$ cat src/rtl/vga_pkg.sv
// vga_pkg: shared definitions for the VGA capture path and its timing generator.
// Holds the 640x480 timing defaults, the 3-3-2 colour field widths, the lock FSM
// encoding and a saturating counter increment.
package vga_pkg;

    // 640x480 @ 25 MHz timing, positions counted from the sync-rise sample.
    localparam int unsigned DefHTotal  = 800;
    localparam int unsigned DefVTotal  = 525;
    localparam int unsigned DefHStart  = 144;
    localparam int unsigned DefVStart  = 35;
    localparam int unsigned DefHActive = 640;
    localparam int unsigned DefVActive = 480;

    // 3-3-2 colour packing, pixel = {red, green, blue}.
    localparam int unsigned RedW   = 3;
    localparam int unsigned GreenW = 3;
    localparam int unsigned BlueW  = 2;
    localparam int unsigned PixW   = RedW + GreenW + BlueW;

    // Position counter width; counters saturate at all-ones.
    localparam int unsigned CntW = 10;

    typedef enum logic [1:0] {
        StSearch  = 2'd0,
        StMeasure = 2'd1,
        StLocked  = 2'd2
    } lock_state_e;

    function automatic logic [CntW-1:0] sat_inc(input logic [CntW-1:0] c);
        return (c == {CntW{1'b1}}) ? c : c + 1'b1;
    endfunction

endpackage

$ cat src/rtl/vga_capture_if.sv
// vga_capture_if: video-in and captured-pixel-out bundle.
//   master: video source / pixel consumer (drives hsync, vsync, red, green, blue)
//   slave : vga_capture (drives pix_valid, pix_x, pix_y, pix_data, frame_start,
//           locked, sync_err)
interface vga_capture_if;
    import vga_pkg::*;

    logic              hsync;
    logic              vsync;
    logic [RedW-1:0]   red;
    logic [GreenW-1:0] green;
    logic [BlueW-1:0]  blue;

    logic              pix_valid;
    logic [CntW-1:0]   pix_x;
    logic [CntW-1:0]   pix_y;
    logic [PixW-1:0]   pix_data;
    logic              frame_start;
    logic              locked;
    logic              sync_err;

    modport master (
        output hsync, vsync, red, green, blue,
        input  pix_valid, pix_x, pix_y, pix_data, frame_start, locked, sync_err
    );

    modport slave (
        input  hsync, vsync, red, green, blue,
        output pix_valid, pix_x, pix_y, pix_data, frame_start, locked, sync_err
    );

endinterface

$ cat src/rtl/vga_sync_counter.sv
// vga_sync_counter: recovers raster position from registered, polarity-normalised syncs.
//   clk_i, rst_ni : pixel clock, async active-low reset
//   hs_i, vs_i    : registered syncs, 1 = asserted
//   hcount_o      : position of the current sample in its line (0 at hsync rise)
//   vcount_o      : line number (0 on the first hsync rise at/after a vsync rise)
//   frame_o       : hsync rise that starts a new frame (qualified vsync rise)
//   h_err_o       : line length violation on this sample
//   v_err_o       : frame length violation on this sample
module vga_sync_counter
    import vga_pkg::*;
#(
    parameter int unsigned H_TOTAL = DefHTotal,
    parameter int unsigned V_TOTAL = DefVTotal
) (
    input  logic            clk_i,
    input  logic            rst_ni,
    input  logic            hs_i,
    input  logic            vs_i,
    output logic [CntW-1:0] hcount_o,
    output logic [CntW-1:0] vcount_o,
    output logic            frame_o,
    output logic            h_err_o,
    output logic            v_err_o
);

    localparam logic [CntW-1:0] HLast = CntW'(H_TOTAL - 1);
    localparam logic [CntW-1:0] HTot  = CntW'(H_TOTAL);
    localparam logic [CntW-1:0] VLast = CntW'(V_TOTAL - 1);
    localparam logic [CntW-1:0] VTot  = CntW'(V_TOTAL);

    logic            hs_prev_q, vs_prev_q;
    logic            vs_pend_q, vs_pend_d;
    logic [CntW-1:0] h_q, v_q;
    logic            hs_rise, vs_rise;

    // Counts are combinational on the current sample; h_q/v_q hold the previous one.
    always_comb begin
        hs_rise   = hs_i & ~hs_prev_q;
        vs_rise   = vs_i & ~vs_prev_q;
        frame_o   = hs_rise & (vs_rise | vs_pend_q);
        // A vsync rise waits for the next hsync rise unless both coincide.
        vs_pend_d = hs_rise ? 1'b0 : (vs_pend_q | vs_rise);
        hcount_o  = hs_rise ? '0 : sat_inc(h_q);
        if (frame_o) begin
            vcount_o = '0;
        end else if (hs_rise) begin
            vcount_o = sat_inc(v_q);
        end else begin
            vcount_o = v_q;
        end
        h_err_o = (hs_rise && h_q != HLast) || (!hs_rise && hcount_o == HTot);
        // Overlong frame flagged once, on the rise that would start line V_TOTAL.
        v_err_o = (frame_o && v_q != VLast) || (hs_rise && !frame_o && vcount_o == VTot);
    end

    always_ff @(posedge clk_i or negedge rst_ni) begin
        if (!rst_ni) begin
            hs_prev_q <= 1'b0;
            vs_prev_q <= 1'b0;
            vs_pend_q <= 1'b0;
            h_q       <= '0;
            v_q       <= '0;
        end else begin
            hs_prev_q <= hs_i;
            vs_prev_q <= vs_i;
            vs_pend_q <= vs_pend_d;
            h_q       <= hcount_o;
            v_q       <= vcount_o;
        end
    end

endmodule

$ cat src/rtl/vga_capture.sv
// vga_capture: pixel-clock VGA receiver with timing lock and pixel output.
//   clk25MHz : pixel clock, rising edge
//   rst      : async active-low reset
//   vid      : slave side of vga_capture_if (syncs + RGB in, captured pixels out)
// Pipeline: input register -> position/lock logic -> output register (2 clocks).
module vga_capture
    import vga_pkg::*;
#(
    parameter int unsigned H_TOTAL  = DefHTotal,
    parameter int unsigned V_TOTAL  = DefVTotal,
    parameter int unsigned H_START  = DefHStart,
    parameter int unsigned V_START  = DefVStart,
    parameter int unsigned H_ACTIVE = DefHActive,
    parameter int unsigned V_ACTIVE = DefVActive,
    parameter bit          SYNC_POL = 1'b1
) (
    input  logic          clk25MHz,
    input  logic          rst,
    vga_capture_if.slave  vid
);

    localparam logic [CntW-1:0] HStart = CntW'(H_START);
    localparam logic [CntW-1:0] VStart = CntW'(V_START);
    localparam logic [CntW-1:0] HEnd   = CntW'(H_START + H_ACTIVE);
    localparam logic [CntW-1:0] VEnd   = CntW'(V_START + V_ACTIVE);

    // Input register
    logic            hs_q, vs_q;
    logic [PixW-1:0] rgb_q;

    always_ff @(posedge clk25MHz or negedge rst) begin
        if (!rst) begin
            hs_q  <= 1'b0;
            vs_q  <= 1'b0;
            rgb_q <= '0;
        end else begin
            hs_q  <= (vid.hsync == SYNC_POL);
            vs_q  <= (vid.vsync == SYNC_POL);
            rgb_q <= {vid.red, vid.green, vid.blue};
        end
    end

    logic [CntW-1:0] hcount, vcount;
    logic            frame, h_err, v_err, viol;

    vga_sync_counter #(
        .H_TOTAL (H_TOTAL),
        .V_TOTAL (V_TOTAL)
    ) u_sync_counter (
        .clk_i    (clk25MHz),
        .rst_ni   (rst),
        .hs_i     (hs_q),
        .vs_i     (vs_q),
        .hcount_o (hcount),
        .vcount_o (vcount),
        .frame_o  (frame),
        .h_err_o  (h_err),
        .v_err_o  (v_err)
    );

    // Lock FSM; err_q remembers a violation seen during the current MEASURE frame.
    lock_state_e state_q, state_d;
    logic        err_q, err_d;

    always_comb begin
        viol    = h_err | v_err;
        state_d = state_q;
        err_d   = err_q;
        unique case (state_q)
            StSearch: begin
                if (frame) begin
                    state_d = StMeasure;
                    err_d   = 1'b0;
                end
            end
            StMeasure: begin
                if (frame) begin
                    if (!err_q && !viol) begin
                        state_d = StLocked;
                    end
                    err_d = 1'b0;
                end else if (viol) begin
                    err_d = 1'b1;
                end
            end
            StLocked: begin
                if (viol) begin
                    state_d = StSearch;
                end
            end
            default: state_d = StSearch;
        endcase
    end

    // Output register
    logic            pix_valid_q, pix_valid_d;
    logic [CntW-1:0] pix_x_q, pix_x_d, pix_y_q, pix_y_d;
    logic [PixW-1:0] pix_data_q, pix_data_d;
    logic            frame_start_q, frame_start_d;
    logic            locked_q, locked_d;
    logic            sync_err_q, sync_err_d;
    logic            active;

    always_comb begin
        active = (hcount >= HStart) && (hcount < HEnd) &&
                 (vcount >= VStart) && (vcount < VEnd);
        pix_valid_d   = (state_q == StLocked) && !viol && active;
        frame_start_d = pix_valid_d && (hcount == HStart) && (vcount == VStart);
        locked_d      = (state_d == StLocked);
        sync_err_d    = (state_q == StLocked) && viol;
        pix_x_d       = pix_valid_d ? hcount - HStart : pix_x_q;
        pix_y_d       = pix_valid_d ? vcount - VStart : pix_y_q;
        pix_data_d    = pix_valid_d ? rgb_q : pix_data_q;
    end

    always_ff @(posedge clk25MHz or negedge rst) begin
        if (!rst) begin
            state_q       <= StSearch;
            err_q         <= 1'b0;
            pix_valid_q   <= 1'b0;
            pix_x_q       <= '0;
            pix_y_q       <= '0;
            pix_data_q    <= '0;
            frame_start_q <= 1'b0;
            locked_q      <= 1'b0;
            sync_err_q    <= 1'b0;
        end else begin
            state_q       <= state_d;
            err_q         <= err_d;
            pix_valid_q   <= pix_valid_d;
            pix_x_q       <= pix_x_d;
            pix_y_q       <= pix_y_d;
            pix_data_q    <= pix_data_d;
            frame_start_q <= frame_start_d;
            locked_q      <= locked_d;
            sync_err_q    <= sync_err_d;
        end
    end

    assign vid.pix_valid   = pix_valid_q;
    assign vid.pix_x       = pix_x_q;
    assign vid.pix_y       = pix_y_q;
    assign vid.pix_data    = pix_data_q;
    assign vid.frame_start = frame_start_q;
    assign vid.locked      = locked_q;
    assign vid.sync_err    = sync_err_q;

endmodule

$ cat src/flat_wrapper.sv
// flat-port wrapper written by rule: the top's interface ports become plain ports
module vga_capture_flat import vga_pkg::*;
#(
    parameter int unsigned H_TOTAL  = DefHTotal,
    parameter int unsigned V_TOTAL  = DefVTotal,
    parameter int unsigned H_START  = DefHStart,
    parameter int unsigned V_START  = DefVStart,
    parameter int unsigned H_ACTIVE = DefHActive,
    parameter int unsigned V_ACTIVE = DefVActive,
    parameter bit          SYNC_POL = 1'b1
)
  (clk25MHz, rst, vid_hsync, vid_vsync, vid_red, vid_green, vid_blue, vid_pix_valid, vid_pix_x, vid_pix_y, vid_pix_data, vid_frame_start, vid_locked, vid_sync_err);
  vga_capture_if vid_i ();
  input  logic clk25MHz;
  input  logic rst;
  input wire logic [$bits(vid_i.hsync)-1:0] vid_hsync;
  input wire logic [$bits(vid_i.vsync)-1:0] vid_vsync;
  input wire logic [$bits(vid_i.red)-1:0] vid_red;
  input wire logic [$bits(vid_i.green)-1:0] vid_green;
  input wire logic [$bits(vid_i.blue)-1:0] vid_blue;
  output wire logic [$bits(vid_i.pix_valid)-1:0] vid_pix_valid;
  output wire logic [$bits(vid_i.pix_x)-1:0] vid_pix_x;
  output wire logic [$bits(vid_i.pix_y)-1:0] vid_pix_y;
  output wire logic [$bits(vid_i.pix_data)-1:0] vid_pix_data;
  output wire logic [$bits(vid_i.frame_start)-1:0] vid_frame_start;
  output wire logic [$bits(vid_i.locked)-1:0] vid_locked;
  output wire logic [$bits(vid_i.sync_err)-1:0] vid_sync_err;
  assign vid_i.hsync = vid_hsync;
  assign vid_i.vsync = vid_vsync;
  assign vid_i.red = vid_red;
  assign vid_i.green = vid_green;
  assign vid_i.blue = vid_blue;
  assign vid_pix_valid = vid_i.pix_valid;
  assign vid_pix_x = vid_i.pix_x;
  assign vid_pix_y = vid_i.pix_y;
  assign vid_pix_data = vid_i.pix_data;
  assign vid_frame_start = vid_i.frame_start;
  assign vid_locked = vid_i.locked;
  assign vid_sync_err = vid_i.sync_err;
  vga_capture #(.H_TOTAL(H_TOTAL), .V_TOTAL(V_TOTAL), .H_START(H_START), .V_START(V_START), .H_ACTIVE(H_ACTIVE), .V_ACTIVE(V_ACTIVE), .SYNC_POL(SYNC_POL)) u_core (.clk25MHz(clk25MHz), .rst(rst), .vid(vid_i));
endmodule
$ cat config.mk
export PLATFORM = sky130hd
export DESIGN_NAME = vga_capture_flat
export DESIGN_NICKNAME = d
export VERILOG_FILES = /design/src/rtl/vga_pkg.sv /design/src/rtl/vga_capture_if.sv /design/src/rtl/vga_sync_counter.sv /design/src/rtl/vga_capture.sv /design/src/flat_wrapper.sv
export SDC_FILE = /design/constraint.sdc
export NUM_CORES = 1
export LEC_CHECK = 0
export BUFFER_PORTS_ARGS = -buffer_cell sky130_fd_sc_hd__buf_4
export CAP_MARGIN = 25
export CORE_UTILIZATION = 50
export CTS_BUF_LIST = sky130_fd_sc_hd__clkbuf_16
export CTS_CLUSTER_SIZE = 25
export DETAILED_ROUTE_END_ITERATION = 12
export GPL_TIMING_DRIVEN = 0
export PLACE_DENSITY = 0.71
export SLEW_MARGIN = 20
export SYNTH_ARGS = -nofsm -noshare
export SYNTH_HDL_FRONTEND = slang
export SYNTH_HIERARCHICAL = 1
export SYNTH_SLANG_ARGS = --single-unit
$ cat constraint.sdc
create_clock -name clk25MHz -period 4.1 [get_ports clk25MHz]
set_input_delay 0.41 -clock clk25MHz [delete_from_list [all_inputs] [get_ports clk25MHz]]
set_output_delay 0.41 -clock clk25MHz [all_outputs]
set_load 0.02 [all_outputs]
# Yosys cells after proc, flatten, opt, wreduce, memory -nomap -nowiden

Index checks and enable logic that the tools add are counted.

Flip-flop bits (word level): 68

Magnitude comparators: 4
Add/sub/neg operators: 4
Bitwise operators: 7
Equality and inequality tests: 13
Reduce and logical (&&, ||, !) cells: 23
Multiplexer cells: 15

Operator list:

| cell                                                   | count |
|---|---|
| 2-to-1 mux 10 bit                                      | 5 |
| == test 10 bit (second input constant)                 | 4 |
| adder 10 x 1 -> 10 bit (second input constant)         | 2 |
| < comparator 10 bit (second input constant)            | 2 |
| inequality test 10 bit (second input constant)         | 2 |
| logical AND 1 bit                                      | 14 |
| == test 10 x 6 -> 1 bit (second input constant)        | 1 |
| == test 10 x 8 -> 1 bit (second input constant)        | 1 |
| >= comparator 10 x 6 -> 1 bit (second input constant)  | 1 |
| >= comparator 10 x 8 -> 1 bit (second input constant)  | 1 |
| subtractor 10 x 6 -> 10 bit (second input constant)    | 1 |
| subtractor 10 x 8 -> 10 bit (second input constant)    | 1 |
| 2-to-1 mux 2 bit                                       | 4 |
| case mux 2 bit (3 select lines)                        | 1 |
| == test 2 bit (second input constant)                  | 2 |
| zero test 1 bit                                        | 4 |
| 2-to-1 mux 1 bit                                       | 4 |
| AND 1 bit                                              | 3 |
| inequality test 3 x 1 -> 1 bit (second input constant) | 1 |
| AND reduction 3 bit                                    | 1 |
| == test 2 x 1 -> 1 bit (second input constant)         | 1 |
| zero test 2 bit                                        | 1 |
| logical OR 1 bit                                       | 2 |
| inequality test 2 x 1 -> 1 bit (second input constant) | 1 |
| 4 further kinds                                        | 6 |

# Logic depth before layout (Yosys ltp)

Word-level depth: 15
Depth in mapped cells: 15

# Cells and area by module

The synthesis kept the hierarchy.

By module, submodules not included:

| module           | cells each | area each (µm²) | times used |
|---|---|---|---|
| vga_capture      | 150        | 1895.6          | 1 |
| vga_sync_counter | 169        | 1463.9          | 1 |

# Least setup slack after synthesis

Ideal clock, no wire load.

Kind: flip-flop to flip-flop
From: reg u_core.u_sync_counter.h_q[0]
To: reg u_core.pix_data_q[0], in the netlist u_core/vid.pix_data[0]
Clock period less this slack: 3477 ps
Library setup time: 125 ps
Buffers on the path: 3
Stages on the path, launching flop included: 15
Arrival: 3352 ps
Data required time: 3975 ps
Path slack: 623 ps
Cell sequence: dfrtp_1 > ha_1 > buf_2 > and3_1 > clkbuf_1 > nand2_1 > a31oi_1 > nor2_1 > inv_1 > ha_1 > or3b_1 > a311o_1 > a2111oi_4 > buf_6 > mux2_2

Word-level cells in the longest chain between the ends: 10
Elaborated cells on any way between the ends: 18
Those cells by class: add/sub (1); order compare (2); eq/ne (3); mux (2); bitwise (1); reduce/logical (9)

Ends and longest elaborated chain:

| what                                                                  | RTL line               | source |
|---|---|---|
| start, declared                                                       | vga_sync_counter.sv:33 | `logic [CntW-1:0] h_q, v_q;` |
| start signal, assigned                                                | vga_sync_counter.sv:67 | `h_q <= hcount_o;` |
| adder 10 x 1 -> 10 bit / == test 10 bit (equally long branches)       | vga_pkg.sv:30          | `return (c == {CntW{1'b1}}) ? c : c + 1'b1;` |
| 2-to-1 mux 10 bit *                                                   | vga_pkg.sv:30          |  |
| 2-to-1 mux 10 bit *                                                   | vga_sync_counter.sv:43 | `hcount_o = hs_rise ? '0 : sat_inc(h_q);` |
| net u_core.hcount[4]                                                  | vga_capture.sv:43      | `logic [CntW-1:0] hcount, vcount;` |
| branches (longest 6 deep; another with >= comparator 10 x 8 -> 1 bit) | -                      |  |
| logical AND 1 bit *                                                   | vga_capture.sv:107     | `pix_valid_d = (state_q == StLocked) && !viol && active;` |
| end signal, assigned                                                  | vga_capture.sv:133     | `pix_data_q <= pix_data_d;` |
| end, declared                                                         | vga_capture.sv:98      | `logic [PixW-1:0] pix_data_q, pix_data_d;` |

Mark *: on every way through the listed nets, which the timed path passes.
A chain may end at the register's enable or synchronous reset.

# Worst setup path after layout

From: reg u_core.u_sync_counter.v_q[0]
To: reg u_core.pix_x_q[7], in the netlist u_core/vid.pix_x[7]

Word-level cells in the longest chain between the ends: 11
Elaborated cells on any way between the ends: 18
Those cells by class: add/sub (1); order compare (2); eq/ne (3); mux (3); bitwise (1); reduce/logical (8)

Ends and longest elaborated chain:

| what                                                            | RTL line               | source |
|---|---|---|
| start, declared                                                 | vga_sync_counter.sv:33 |  |
| start signal, assigned                                          | vga_sync_counter.sv:68 | `v_q <= vcount_o;` |
| adder 10 x 1 -> 10 bit / == test 10 bit (equally long branches) | vga_pkg.sv:30          |  |
| 2-to-1 mux 10 bit                                               | vga_pkg.sv:30          |  |
| 2-to-1 mux 10 bit                                               | vga_sync_counter.sv:46 | `end else if (hs_rise) begin` |
| 2-to-1 mux 10 bit                                               | vga_sync_counter.sv:44 | `if (frame_o) begin` |
| == test 10 bit                                                  | vga_sync_counter.sv:53 | `v_err_o = (frame_o && v_q != VLast) \|\| (hs_rise && !frame_o && vcount_o == VTot);` |
| logical AND 1 bit                                               | vga_sync_counter.sv:53 |  |
| logical OR 1 bit *                                              | vga_sync_counter.sv:53 |  |
| net u_core.v_err                                                | vga_capture.sv:44      | `logic frame, h_err, v_err, viol;` |
| OR 1 bit *                                                      | vga_capture.sv:66      | `viol = h_err \| v_err;` |
| zero test 1 bit *                                               | vga_capture.sv:107     |  |
| logical AND 1 bit * (2 in a row)                                | vga_capture.sv:107     |  |
| end signal, assigned                                            | vga_capture.sv:131     | `pix_x_q <= pix_x_d;` |
| end, declared                                                   | vga_capture.sv:97      | `logic [CntW-1:0] pix_x_q, pix_x_d, pix_y_q, pix_y_d;` |

The timed path passes the listed nets; every way through them passes the cells marked *.

==> out/summary.txt <==
DRC: 0
Power density cells: 430 nW/um2
Clock share of power: 0.489
Number of synthesized flops with an enable pin: 0
Area share of the largest cell type after synthesis: 0.507
Ys flop type: dfrtp_1
Placer Congestion: 0.922
Share of total power in combinational logic: 0.092
FP Rows: 29
Critical path class: flop to flop
Peak supply drop: 0.295 mV
Net switching power: 0.420 mW
# clock sinks: 68
Worst slew pin tran: 0.971 ns
Tmin final: 3.80 ns
Util after Layout: 0.645
Area occupied by registers: 1700 um2
Clock Tree Buf Depth: 2
WL per Instance: 15.7 um
Crit share post-route: 0.927
P_leak: 1.91 nW
CTS resizes: 0
Final hold vios: 0
CTS Buf Count: 9
Vias in the first global route: 2,466
Placed Cells: 439
Fraction of layout instances using a drive strength above 1: 0.247
Post-synth ARST share: 1.00
Startpoint Class: flop
RSZ-0062 raised after global routing: no
Reg clk slew, reported paths: 0.06 ns
Area contributors post-synth: dfrtp_1, mux2_2, nor2_1, a21oi_1, nor3_1
Vias per inst: 5.67
DIE HEIGHT: 84.0 um
Htree depth: 3
Distinct cells, synth: 57
Pwr Total: 1.78 mW
Rel. slew slack: 0.347
HP Class: input pin to flop
Multi-input logic area: 1550 um2
First-pass GRT wire length: 11.9 mm
Cell type with the largest total area after synthesis: dfrtp_1
Later-pin clock latency in the skew report: 0.33 ns
CTS tree: built
Avg Inst Size Synth: 10.5 um2
Drt pass-1 iters: 5
1st-iter DRT viols: 223
Die W: 84.0 um
Status: complete, no violations
Area delta synth->final: 23.3%
Port bufs: 43
Cells after synthesis: 319
Seq/Total Area, Yosys: 0.507
Switching Share: 0.236
Aggregate global routing overflow: 0
MaxCap Viol Count: 0
Max FO, Critical Path: 10
Fin nets: 394
Pin count of the biggest net entering global routing: 69
CP required: 4.30 ns
Starting Density: 0.523
Post-DP HPWL: 5.02 mm
Fmax: 263 MHz
Fillers: 495
Total GRT Usage: 0.217
Initial antenna violation count: 0
Final setup vio count: 0
Hold-fix buffers, CTS: 0
I/O pin count: 44
DRT Wirelength: 7.20 mm
Yosys warning count: 6
Register bit count reported by yosys: 68
Clock root cell: clkbuf_16
Internal: 1.36 mW
DR vias: 2,597
Area of the die: 7050 um2
Setup crit end kind: flop
Mapped Area: 3360 um2
Core Region: 6420 um2
Clock skew: 0.00498 ns
CP arrival: 4.00 ns
ANT nets after route: 0
Register share of total power: 0.418
Non-filler cells, final: 458
Syn nets: 337
Slew Viols, Final: 0
Diode count: 0
==> final cells by class <==
cell class              count  share of cell area
clock inverters             7              0.0278
clock buffers               9              0.0544
repair buffers             46              0.0834
inverters                  12              0.0109
multi-input cells         228               0.374
plain buffers              11              0.0154
well taps                  77              0.0233
flip-flops and latches     68               0.411
==> registers in the layout (all words and copies together) (netlist names), 2 cells and up <==
register and cells:
u_core/u_sync_counter/h_q 10, u_core/u_sync_counter/v_q 10, u_core/vid.pix_x 10, u_core/vid.pix_y 10, u_core/rgb_q 8, u_core/vid.pix_data 8
u_core/state_q 2
==> layer usage <==
layer / vias to the layer above / track usage / wire [um]
met5: - / 0 / 0
met4: 0 / 0.0925 / 97
met3: 9 / 0.0485 / 288
met2: 57 / 0.358 / 3580
met1: 1257 / 0.276 / 3230
li1: 1274 / - / -
==> metrics by stage <==
step	worst slack [ns]	TNS (ns)	hold WS, ns	area (um2)
2_1_floorplan	0.623	0	0.114	3360
3_3_place_gp	0.0611	0	0.358	3780
3_5_place_dp	-0.00801	-0.0217	0.360	3780
4_1_cts	0.0520	0	0.180	4120
5_1_grt	0.0210	0	0.174	4140
6_report	0.299	0	0.186	4140
==> path summary, 6_finish.rpt <==
kind                            depth (start not counted)                         endpoint                          from  slack (ns)
worst max-delay path                                   12              u_core/vid.pix_x[7]  u_core/u_sync_counter/v_q[0]        0.30
worst min-delay path                                    1                  u_core/rgb_q[3]                  vid_green[1]        0.19
worst max register to register                         12              u_core/vid.pix_x[7]  u_core/u_sync_counter/v_q[0]        0.30
worst min register to register                          0  u_core/u_sync_counter/vs_prev_q                   u_core/vs_q        0.37
max in group asynchronous                               1  u_core/u_sync_counter/vs_prev_q                           rst        3.37
min in group asynchronous                               1           u_core/vid.pix_data[1]                           rst        0.20
==> Yosys cell counts (all sizes together) (3+ instances only) <==
library cell	number
nor2	35
o31ai	5
a31oi	9
clkbuf	4
inv	12
nor2b	8
nor3	16
o21ai	6
nand2	19
and3	6
xor2	7
a21oi	19
nand3	6
nand4	8
ha	6
dfrtp	68
mux2i	7
a211oi	5
xnor2	7
buf	7
nand2b	6
or3	3
mux2	18
==> layout by cell type, fill, tap and decap left out, types with 7 or more instances in the layout <==
cell type | synthesis | routed
dfrtp_1 | 68 | 68
buf_4 | 1 | 47
nor2_1 | 35 | 35
nand2_1 | 19 | 19
a21oi_1 | 19 | 19
mux2_2 | 18 | 18
nor3_1 | 16 | 16
inv_1 | 11 | 11
clkbuf_16 | 0 | 9
a31oi_1 | 9 | 9
nor2b_1 | 8 | 8
nand4_1 | 7 | 7
xnor2_1 | 7 | 7
mux2i_1 | 7 | 7
xor2_1 | 7 | 7
==> power groups by stage <==
stage	logic [mW]	registers, mW	clock network, mW
2_1_floorplan	0.108	0.749	0
3_3_place_gp	0.159	0.754	0
3_5_place_dp	0.164	0.756	0
4_1_cts	0.165	0.745	0.884
5_1_grt	0.186	0.751	0.916
6_report	0.164	0.745	0.872
==> critical path: stages, from the launching register on <==
cell       delay (ns)
dfrtp_1          0.45
ha_1             0.29
nand3b_1         0.24
nor3_1           0.35
a21boi_0         0.15
o32ai_1          0.37
o31ai_2          0.14
or2_2            0.35
a311o_1          0.35
a2111oi_4        0.29
buf_4            0.20
buf_6            0.15
mux2_2           0.35
==> cells by family after synthesis <==
kind of cell / count (synthesis) / synth area share
and+or+nand+nor: 119 / 0.184
AOI/OAI and AO/OA: 64 / 0.137
buffers and inverters: 23 / 0.0324
DFF: 68 / 0.507
xor gates and xnor gates: 14 / 0.0365
muxes: 25 / 0.0812
adders and majority gates: 6 / 0.0223
==> what timing repair did <==
action | in CTS | in global routing
endpoints found under the setup margin | 10 | 27
pin swaps | 1 | 1
buffers inserted | 0 | 3
No activity file was read; power rests on OpenSTA's default activity.
